**config.mk**
```make
export PLATFORM = sky130hd
export DESIGN_NAME = regfile_wb_arbiter_flat
export DESIGN_NICKNAME = d
export VERILOG_FILES = /design/src/rtl/regfile_wb_arbiter_if.sv /design/src/rtl/regfile_wb_arbiter.sv /design/src/flat_wrapper.sv
export SDC_FILE = /design/constraint.sdc
export NUM_CORES = 1
export LEC_CHECK = 0
export ABC_CLOCK_PERIOD_IN_PS = 4200
export CAP_MARGIN = 20
export CELL_PAD_IN_SITES_DETAIL_PLACEMENT = 1
export CELL_PAD_IN_SITES_GLOBAL_PLACEMENT = 2
export CORE_ASPECT_RATIO = 1.75
export CORE_MARGIN = 2
export CORE_UTILIZATION = 31
export CTS_BUF_LIST = sky130_fd_sc_hd__clkbuf_16
export DETAILED_ROUTE_END_ITERATION = 12
export PLACE_DENSITY_LB_ADDON = 0.1
export SLEW_MARGIN = 20
export SYNTH_ARGS = -nofsm -noshare
export SYNTH_HDL_FRONTEND = slang
export SYNTH_SLANG_ARGS = --single-unit
```
**constraint.sdc**
```tcl
create_clock -name clk -period 4.2 [get_ports clk]
set_clock_uncertainty 0.1 [all_clocks]
set_input_delay 0.42 -clock clk [delete_from_list [all_inputs] [get_ports clk]]
set_output_delay 0.42 -clock clk [all_outputs]
set_load 0.01 [all_outputs]
```
**src/rtl/regfile_wb_arbiter_if.sv**
```systemverilog
`default_nettype none
// ============================================================================
//  Module      : regfile_wb_arbiter_if
//  Description : Bundle for the register-file write-back arbiter. It carries
//                the two producer request channels, the register-file write
//                port, the branch-redirect output and the pending flags.
//  Revision    : 1.0 - initial release
// ============================================================================
interface regfile_wb_arbiter_if #(
  parameter int ADDR_WIDTH = 4,
  parameter int DATA_WIDTH = 32
);
  // Requester 0: ALU write-back
  logic                  req0;
  logic [ADDR_WIDTH-1:0] addr0;
  logic [DATA_WIDTH-1:0] data0;
  logic                  rdy0;
  // Requester 1: load/memory write-back
  logic                  req1;
  logic [ADDR_WIDTH-1:0] addr1;
  logic [DATA_WIDTH-1:0] data1;
  logic                  rdy1;
  // Register-file write port
  logic [ADDR_WIDTH-1:0] rw;
  logic [DATA_WIDTH-1:0] pw;
  logic                  le;
  // Branch redirect for writes to R15
  logic                  br_valid;
  logic [DATA_WIDTH-1:0] br_target;
  // Holding-buffer occupancy {full1, full0}
  logic [1:0]            pending;

  // Arbiter side
  modport slave (
    input  req0, addr0, data0, req1, addr1, data1,
    output rdy0, rdy1, rw, pw, le, br_valid, br_target, pending
  );

  // Producer / register-file side
  modport master (
    output req0, addr0, data0, req1, addr1, data1,
    input  rdy0, rdy1, rw, pw, le, br_valid, br_target, pending
  );
endinterface
`default_nettype wire

```
**src/rtl/regfile_wb_arbiter.sv**
```systemverilog
`default_nettype none
// ============================================================================
//  Module      : regfile_wb_arbiter
//  Description : Round-robin arbiter for the register file's single write
//                port. Each of the two producers owns a one-entry holding
//                buffer; granted writes drive registered RW/PW/LE, except
//                writes to R15, which become a one-cycle branch redirect.
//  Revision    : 1.0 - initial release
// ============================================================================
module regfile_wb_arbiter #(
  parameter int ADDR_WIDTH = 4,
  parameter int DATA_WIDTH = 32
) (
  input  wire logic            clk,
  input  wire logic            rst,
  regfile_wb_arbiter_if.slave  bus
);

  // Highest register address is the PC.
  localparam logic [ADDR_WIDTH-1:0] c_r15 = '1;

  // Holding buffers
  logic                  r_full0;
  logic [ADDR_WIDTH-1:0] r_addr0_q;
  logic [DATA_WIDTH-1:0] r_data0_q;
  logic                  r_full1;
  logic [ADDR_WIDTH-1:0] r_addr1_q;
  logic [DATA_WIDTH-1:0] r_data1_q;

  // Index of the most recently granted requester
  logic                  r_last;

  // Output registers
  logic [ADDR_WIDTH-1:0] r_rw;
  logic [DATA_WIDTH-1:0] r_pw;
  logic                  r_le;
  logic                  r_br_valid;
  logic [DATA_WIDTH-1:0] r_br_target;

  // Combinational arbitration
  logic                  w_gnt0;
  logic                  w_gnt1;
  logic                  w_xfer0;
  logic                  w_xfer1;
  logic [ADDR_WIDTH-1:0] w_gnt_addr;
  logic [DATA_WIDTH-1:0] w_gnt_data;
  logic                  w_gnt_r15;

  // Grant depends only on buffer occupancy and the last winner, so RDY never
  // loops back through REQ. On contention the side that did not win last time
  // is served; r_last resets to 1 so requester 0 wins the first contention.
  always_comb begin
    w_gnt0 = r_full0 & (~r_full1 | r_last);
    w_gnt1 = r_full1 & (~r_full0 | ~r_last);
  end

  // A buffer can accept when empty or when it drains on this same edge.
  always_comb begin
    bus.rdy0 = ~r_full0 | w_gnt0;
    bus.rdy1 = ~r_full1 | w_gnt1;
    w_xfer0  = bus.req0 & bus.rdy0;
    w_xfer1  = bus.req1 & bus.rdy1;
  end

  // Select the granted buffer's contents and detect a PC write.
  always_comb begin
    w_gnt_addr = w_gnt1 ? r_addr1_q : r_addr0_q;
    w_gnt_data = w_gnt1 ? r_data1_q : r_data0_q;
    w_gnt_r15  = (w_gnt0 | w_gnt1) & (w_gnt_addr == c_r15);
  end

  // Requester 0 buffer: a refill on the grant edge wins over the drain.
  always_ff @(posedge clk or posedge rst) begin
    if (rst) begin
      r_full0   <= 1'b0;
      r_addr0_q <= '0;
      r_data0_q <= '0;
    end else if (w_xfer0) begin
      r_full0   <= 1'b1;
      r_addr0_q <= bus.addr0;
      r_data0_q <= bus.data0;
    end else if (w_gnt0) begin
      r_full0   <= 1'b0;
    end
  end

  // Requester 1 buffer: a refill on the grant edge wins over the drain.
  always_ff @(posedge clk or posedge rst) begin
    if (rst) begin
      r_full1   <= 1'b0;
      r_addr1_q <= '0;
      r_data1_q <= '0;
    end else if (w_xfer1) begin
      r_full1   <= 1'b1;
      r_addr1_q <= bus.addr1;
      r_data1_q <= bus.data1;
    end else if (w_gnt1) begin
      r_full1   <= 1'b0;
    end
  end

  // Remember the winner of every grant for the round-robin tie-break.
  always_ff @(posedge clk or posedge rst) begin
    if (rst) begin
      r_last <= 1'b1;
    end else if (w_gnt0 | w_gnt1) begin
      r_last <= w_gnt1;
    end
  end

  // Drive the write port or the branch redirect; pulses last one cycle and
  // data fields hold their last value when not refreshed.
  always_ff @(posedge clk or posedge rst) begin
    if (rst) begin
      r_rw        <= '0;
      r_pw        <= '0;
      r_le        <= 1'b0;
      r_br_valid  <= 1'b0;
      r_br_target <= '0;
    end else begin
      r_le       <= 1'b0;
      r_br_valid <= 1'b0;
      if (w_gnt_r15) begin
        r_br_valid  <= 1'b1;
        r_br_target <= w_gnt_data;
      end else if (w_gnt0 | w_gnt1) begin
        r_le <= 1'b1;
        r_rw <= w_gnt_addr;
        r_pw <= w_gnt_data;
      end
    end
  end

  // Registered outputs onto the bus.
  always_comb begin
    bus.rw        = r_rw;
    bus.pw        = r_pw;
    bus.le        = r_le;
    bus.br_valid  = r_br_valid;
    bus.br_target = r_br_target;
    bus.pending   = {r_full1, r_full0};
  end

endmodule
`default_nettype wire

```
**src/flat_wrapper.sv**
```systemverilog
// flat-port wrapper written by rule: the top's interface ports become plain ports
module regfile_wb_arbiter_flat 
#(
  parameter int ADDR_WIDTH = 4,
  parameter int DATA_WIDTH = 32
)
  (clk, rst, bus_req0, bus_addr0, bus_data0, bus_req1, bus_addr1, bus_data1, bus_rdy0, bus_rdy1, bus_rw, bus_pw, bus_le, bus_br_valid, bus_br_target, bus_pending);
  regfile_wb_arbiter_if #(.ADDR_WIDTH(ADDR_WIDTH), .DATA_WIDTH(DATA_WIDTH)) bus_i ();
  input  wire logic clk;
  input  wire logic rst;
  input wire logic [$bits(bus_i.req0)-1:0] bus_req0;
  input wire logic [$bits(bus_i.addr0)-1:0] bus_addr0;
  input wire logic [$bits(bus_i.data0)-1:0] bus_data0;
  input wire logic [$bits(bus_i.req1)-1:0] bus_req1;
  input wire logic [$bits(bus_i.addr1)-1:0] bus_addr1;
  input wire logic [$bits(bus_i.data1)-1:0] bus_data1;
  output wire logic [$bits(bus_i.rdy0)-1:0] bus_rdy0;
  output wire logic [$bits(bus_i.rdy1)-1:0] bus_rdy1;
  output wire logic [$bits(bus_i.rw)-1:0] bus_rw;
  output wire logic [$bits(bus_i.pw)-1:0] bus_pw;
  output wire logic [$bits(bus_i.le)-1:0] bus_le;
  output wire logic [$bits(bus_i.br_valid)-1:0] bus_br_valid;
  output wire logic [$bits(bus_i.br_target)-1:0] bus_br_target;
  output wire logic [$bits(bus_i.pending)-1:0] bus_pending;
  assign bus_i.req0 = bus_req0;
  assign bus_i.addr0 = bus_addr0;
  assign bus_i.data0 = bus_data0;
  assign bus_i.req1 = bus_req1;
  assign bus_i.addr1 = bus_addr1;
  assign bus_i.data1 = bus_data1;
  assign bus_rdy0 = bus_i.rdy0;
  assign bus_rdy1 = bus_i.rdy1;
  assign bus_rw = bus_i.rw;
  assign bus_pw = bus_i.pw;
  assign bus_le = bus_i.le;
  assign bus_br_valid = bus_i.br_valid;
  assign bus_br_target = bus_i.br_target;
  assign bus_pending = bus_i.pending;
  regfile_wb_arbiter #(.ADDR_WIDTH(ADDR_WIDTH), .DATA_WIDTH(DATA_WIDTH)) u_core (.clk(clk), .rst(rst), .bus(bus_i));
endmodule
```
* Word-level counts from Yosys, hierarchy flattened
Index checks and enable logic that the tools add are counted.
Word-level totals: flip-flop bits (word level) 145, output and inout bits 74
Cells by class: eq/ne operators 1, mux-type cells 9, bitwise operators 14, reduce and logical (&&, ||, !) cells 3
Operators by type and width (number):
- $mux 32 | 1
- $mux 1 | 7
- $and 1x1->1 | 5
- $or 1x1->1 | 5
- $eq 4x4->1 const B | 1
- $mux 4 | 1
- $not 1->1 | 4
- $reduce_bool 2->1 | 2
- $reduce_and 2->1 | 1

* Depth between registers and ports, before layout
depth after elaboration 8, mapped depth 7, mapped depth without buffers 4

* Worst setup path before layout
No wires, ideal clock.
kind flip-flop to flip-flop, start reg u_core.r_full0, end reg u_core.r_br_target[10], in the netlist u_core.bus.br_target[10], arrival time 1.702 ns, data required time 3.975 ns, setup slack 2.273 ns, cell stages (with the launch flop) 8, path buffers 3, path through dfrtp_1 -> clkbuf_2 -> a21boi_1 -> buf_6 -> mux2i_4 -> o21ai_2 -> buf_6 -> mux2_2
Between the ends: longest elaborated chain between the ends 6, elaborated cells between the ends (all ways) 9, those cells by class eq/ne: 1; mux: 2; bitwise: 6
Ends and longest elaborated chain:
- from (decl) | RTL line regfile_wb_arbiter.sv:23 | logic r_full0;
- from (signal assigned) | RTL line regfile_wb_arbiter.sv:75 | r_full0 <= 1'b0;
- from (signal assigned) | RTL line regfile_wb_arbiter.sv:79 | r_full0 <= 1'b1;
- from (signal assigned) | RTL line regfile_wb_arbiter.sv:83 | r_full0 <= 1'b0;
- $not 1->1 | RTL line regfile_wb_arbiter.sv:54 | w_gnt1 = r_full1 & (~r_full0 | ~r_last);
- $or 1x1->1 | RTL line regfile_wb_arbiter.sv:54
- $and 1x1->1 | RTL line regfile_wb_arbiter.sv:54
- $mux 4 | RTL line regfile_wb_arbiter.sv:67 | w_gnt_addr = w_gnt1 ? r_addr1_q : r_addr0_q;
- $eq 4x4->1 | RTL line regfile_wb_arbiter.sv:69 | w_gnt_r15 = (w_gnt0 | w_gnt1) & (w_gnt_addr == c_r15);
- $and 1x1->1 | RTL line regfile_wb_arbiter.sv:69
- to (signal assigned) | RTL line regfile_wb_arbiter.sv:125 | r_br_target <= w_gnt_data;
- to (decl) | RTL line regfile_wb_arbiter.sv:38 | logic [DATA_WIDTH-1:0] r_br_target;
Parallel ways exist; a longest one is shown, timed or not. A chain may end at the register's enable or synchronous reset.

* Final worst setup path
start reg u_core.r_full1, end reg u_core.r_pw[15], in the netlist u_core.bus.pw[15]
Between the ends: longest elaborated chain between the ends 7, elaborated cells between the ends (all ways) 11, those cells by class eq/ne: 1; mux: 2; bitwise: 7; reduce/logical: 1
Ends and longest elaborated chain:
- from (decl) | RTL line regfile_wb_arbiter.sv:26 | logic r_full1;
- from (signal assigned) | RTL line regfile_wb_arbiter.sv:90 | r_full1 <= 1'b0;
- from (signal assigned) | RTL line regfile_wb_arbiter.sv:94 | r_full1 <= 1'b1;
- from (signal assigned) | RTL line regfile_wb_arbiter.sv:98 | r_full1 <= 1'b0;
- branches (longest 7 deep; another with $mux 4)
- to (signal assigned) | RTL line regfile_wb_arbiter.sv:129 | r_pw <= w_gnt_data;
- to (decl) | RTL line regfile_wb_arbiter.sv:35 | logic [DATA_WIDTH-1:0] r_pw;
Several ways; the timed one is not identified.

==> run summary <==
The proportion of power drawn by flip-flops and latches came out at about two fifths. The fraction of power spent switching nets came out at about 29%. The relative slew slack came out at roughly 31%. Summing all non-filler instances in the final layout gives an area of 8150 sq um. The post-synthesis average cell area came out at 16.4 sq um. The synthesized netlist contains 21 unique library cells.

The setup slack of the critical path after layout came out at 1.91 ns. The critical path data arrival time is around 2.5 ns. The die is about 110 um wide. Walking the worst path, the cells encountered are a21boi_4 > buf_4 > mux2_2 > mux2_1. The later pin in the worst-skew pair is clocked with a latency of 0.41 ns. Pin placement for this block handled 150 I/O pins. The clock network power share is between 20% and 30%. The data required time of the worst path is ~4.4 ns. In this run the clock root is driven by a sky130_fd_sc_hd__clkbuf_16. After floorplanning, the core was sized to cover approximately 19000 sq um. The wire length of the first global-routing pass is 22600 um. After layout, the minimum clock period comes to between 2 and 2.5 ns. The net count of the finished layout came out at slightly below 600. The slowest stage of the critical path is the sky130_fd_sc_hd__dfrtp_1 cell. In this run the cell area measured after placement is about 7600 sq um. The overall die height came out at 186 um. The hold buffer count at cts came out at 0. The top cell type's share of synthesized area is between 60 and 70%. The total nets after synthesis is about 440. The fraction of the mapped netlist area in compound gates is 0.553%. The number of gates resized after cts is 0. Detailed routing inserted a total of 3514 vias.

The number of buffers inserted by port buffering came out at ~150. STA classifies the critical path startpoint as a flop. The initial antenna violation count is 0. The synthesis-to-layout area growth is 38.4%. The combined area of all synthesized cells came out at slightly below 6000 sq um. The remaining antenna violation count is 0. The clock tree synthesis step divided the H-tree into 4 levels. The ratio of final minimum period to clock period came out at 54.5%.

In the layout the commonest cells are 170 x sky130_fd_sc_hd__mux2_2, 149 x sky130_fd_sc_hd__clkdlybuf4s50_1, 144 x sky130_fd_sc_hd__dfrtp_1, 17 x sky130_fd_sc_hd__clkbuf_16, 6 x sky130_fd_sc_hd__clkinvlp_4. The maximum count of clock buffers along a single path came out at 2. The worst setup path category is reg -> reg. The delay of the slowest cell on the worst path came out at 0.53 ns.

The worst hold path belongs to the class in -> async. The site row count came out at 66. For the pin with the worst max-slew slack, the measured transition is just over 1 ns. The final HPWL from detailed placement came out at between 9000 and 10000 um. After Yosys synthesis, full adders, half adders and majority gates account for 0% of the synthesized area. The non-filler instance count after layout is 763. Summed over all nets, the switching power comes to around 1.7 mW.

The startpoint identified for the worst register-to-register timing path is u_core.r_full1. The number of buffers created by CTS is 17. The effective utilization at floorplan came out at 31.7%. The share of the Yosys chip area taken by registers is between 60 and 70%.

The worst slack at placement is between 1.5 and 2 ns. The flow ran to the end, and the final reports show no timing, DRC or antenna violations. The worst setup path is captured at a flop. The number of antenna cells inserted came out at 0. The total count of max-transition violations in the final report came out at 0. The mux cell area share after synthesis came out at ~34%. The xor and xnor area share after synthesis is 0%.

The clock net in this run drives a total of around 150 sinks. Timing would allow up to about 0.44 GHz. The area share of and/or/nand/nor cells after synthesis came out at 1.47%. Setup repair after global routing left no endpoint under its margin.

The number of cells on the worst reg-to-reg path is 4. The number of warnings printed during yosys synthesis came out at 0. The number of global-route vias before repair is 4031. The setup total negative slack came out at 0 ns. In the global route stage, overall resource usage came out at between 10% and 20%. Counting flops and latches in the post-synthesis netlist gives around 150.

Setup violations remaining at the end of the flow were counted as 0. The power share of the combinational group came out at a little over a third. TritonCTS built the clock tree. The cell count after placement came out at roughly 730. Entering global routing, the biggest net connects between 70 and 80 pins. The number of iterations in the first detailed-routing pass is 4. After detailed routing, the met3 layer carries 727 um of wire.

The total power per unit cell area came out at around 700 nW/um^2. The detailed-route wire length is between 10000 and 15000 um. The number of hold violations in the final report is 0. The worst reg-to-reg setup slack came out at between 1.5 and 2 ns. The synthesized design spends more area on one cell type than any other, namely sky130_fd_sc_hd__dfrtp_1.

The routed metal-1 wirelength came out at ~5500 um. The internal power summed over all cells is 4.03 mW. The highest fanout seen on the critical path is 36. For this run, design rule violations remaining after detail routing come to 0. The clock transition at the register clock pins on the worst setup and hold paths after CTS came out at 0.06 ns. The tool flagged a number of max-cap violations equal to 0. By area the synthesized netlist is led by sky130_fd_sc_hd__dfrtp_1 61%, sky130_fd_sc_hd__mux2_2 33%, sky130_fd_sc_hd__buf_6 1.3%, sky130_fd_sc_hd__buf_2 0.77%, sky130_fd_sc_hd__mux2_1 0.77%. The share of layout cells above drive strength 1 came out at 40.4%.

The routed length on met2 came out at 8100 um. Across the VDD grid, the largest voltage drop is roughly 0.29 mV. In this run the critical register-to-register path is captured at u_core.bus.pw[15].

At the end of routability-driven placement, the weighted congestion stood at 0.705. Leaving out fill and tap cells, the most frequent cell in the layout is sky130_fd_sc_hd__mux2_2. Post-CTS timing repair inserted 0 buffers for setup. By area, the combinational part of the netlist is dominated by multiplexers. The leakage power of the design came out at 3.35 nW. The count of routing violations after the opening detailed-route iteration is 46. In the synthesized netlist, the number of instances is ~360. The uppermost signal routing layer after detailed routing is met4. After detailed routing, the number of vias per cell comes to about 4.6. The die covers 20100 sq um. The routed length per placed instance came out at around 19 um. For this run the aggregate overflow at the end of global routing stands at 0.
==> layer usage <==
metal / vias up / global-route usage (%)
met5: - / 0
met4: 0 / 5.08
met3: 11 / 4.04
met2: 92 / 27.6
met1: 1827 / 17.0
li1: 1584 / -
==> worst max-delay path by stage <==
stage / startpoint / to / slack, ns / cells after the start
after floorplan: rst / u_core.bus.br_target[0] / 1.86 / 1
after global placement: bus_req0 / u_core.r_data0_q[17] / 1.86 / 3
after detailed placement: bus_req0 / u_core.r_data0_q[11] / 1.85 / 3
after CTS: u_core.r_full1 / u_core.bus.pw[15] / 1.87 / 4
after global routing: u_core.r_full1 / u_core.bus.pw[15] / 1.77 / 4
final: u_core.r_full1 / u_core.bus.pw[15] / 1.91 / 4
==> through the flow <==
stage	hold slack (ns)	util (%)	power [mW]
after global placement	0.367	40.9	4.33
final	0.377	43.8	5.70
after global routing	0.419	43.8	6.05
after detailed placement	0.380	40.9	4.39
after floorplan	0.374	-	3.32
after CTS	0.394	43.8	5.82
==> area by class of cell <==
| class | instances | area, sq um |
|---|---|---|
| fillers | 1893 | 10400 |
| inverters | 3 | 15.0 |
| multi-input cells | 192 | 2120 |
| clock buffers | 17 | 425 |
| flip-flops and latches | 145 | 3630 |
| well taps | 238 | 298 |
| clock inverters | 15 | 120 |
| repair buffers | 153 | 1530 |
==> cells by family (layout without fill, tap and decap cells) <==
kind of cell	count (synthesis)	count (layout)
AOI/OAI and AO/OA	4	4
muxes	175	175
and+or+nand+nor	13	13
DFF	145	145
buffers and inverters	22	188
==> synth_stat cells <==
cell and instances:
sky130_fd_sc_hd__dfrtp_1 144, sky130_fd_sc_hd__inv_1 3, sky130_fd_sc_hd__nand3b_1 2, sky130_fd_sc_hd__mux2i_4 1
sky130_fd_sc_hd__nor2_8 1, sky130_fd_sc_hd__clkbuf_2 1, sky130_fd_sc_hd__buf_2 9, sky130_fd_sc_hd__a21oi_1 1
sky130_fd_sc_hd__o21ai_2 1, sky130_fd_sc_hd__buf_4 2, sky130_fd_sc_hd__dfstp_2 1, sky130_fd_sc_hd__nand4_1 2
sky130_fd_sc_hd__nand3_1 1, sky130_fd_sc_hd__o221a_2 1, sky130_fd_sc_hd__a21boi_1 1, sky130_fd_sc_hd__nor2_1 2
sky130_fd_sc_hd__buf_6 7, sky130_fd_sc_hd__mux2_2 170, sky130_fd_sc_hd__mux2_1 4, sky130_fd_sc_hd__nand2b_1 3
sky130_fd_sc_hd__nand2_1 2
==> power groups by stage <==
stage	clock (mW)	sequential [mW]	combinational, mW
after global routing	1.50	2.32	2.23
after detailed placement	0	2.28	2.11
final	1.39	2.25	2.06
after global placement	0	2.25	2.07
after floorplan	0	2.34	0.984
after CTS	1.44	2.26	2.12
==> critical path, delay by kind of cell, from the launching register on <==
family,cells,cell delay [ns]
mux,2,0.70
flops,1,0.53
buf+inv,1,0.52
compound gates,1,0.29
==> state kept, by name, indices dropped and copies added (netlist names), 4 cells and up <==
signal	count
u_core.bus.br_target	32
u_core.bus.pw	32
u_core.r_data0_q	32
u_core.r_data1_q	32
u_core.bus.rw	4
u_core.r_addr0_q	4
u_core.r_addr1_q	4
No activity file was read; power rests on OpenSTA's default activity.
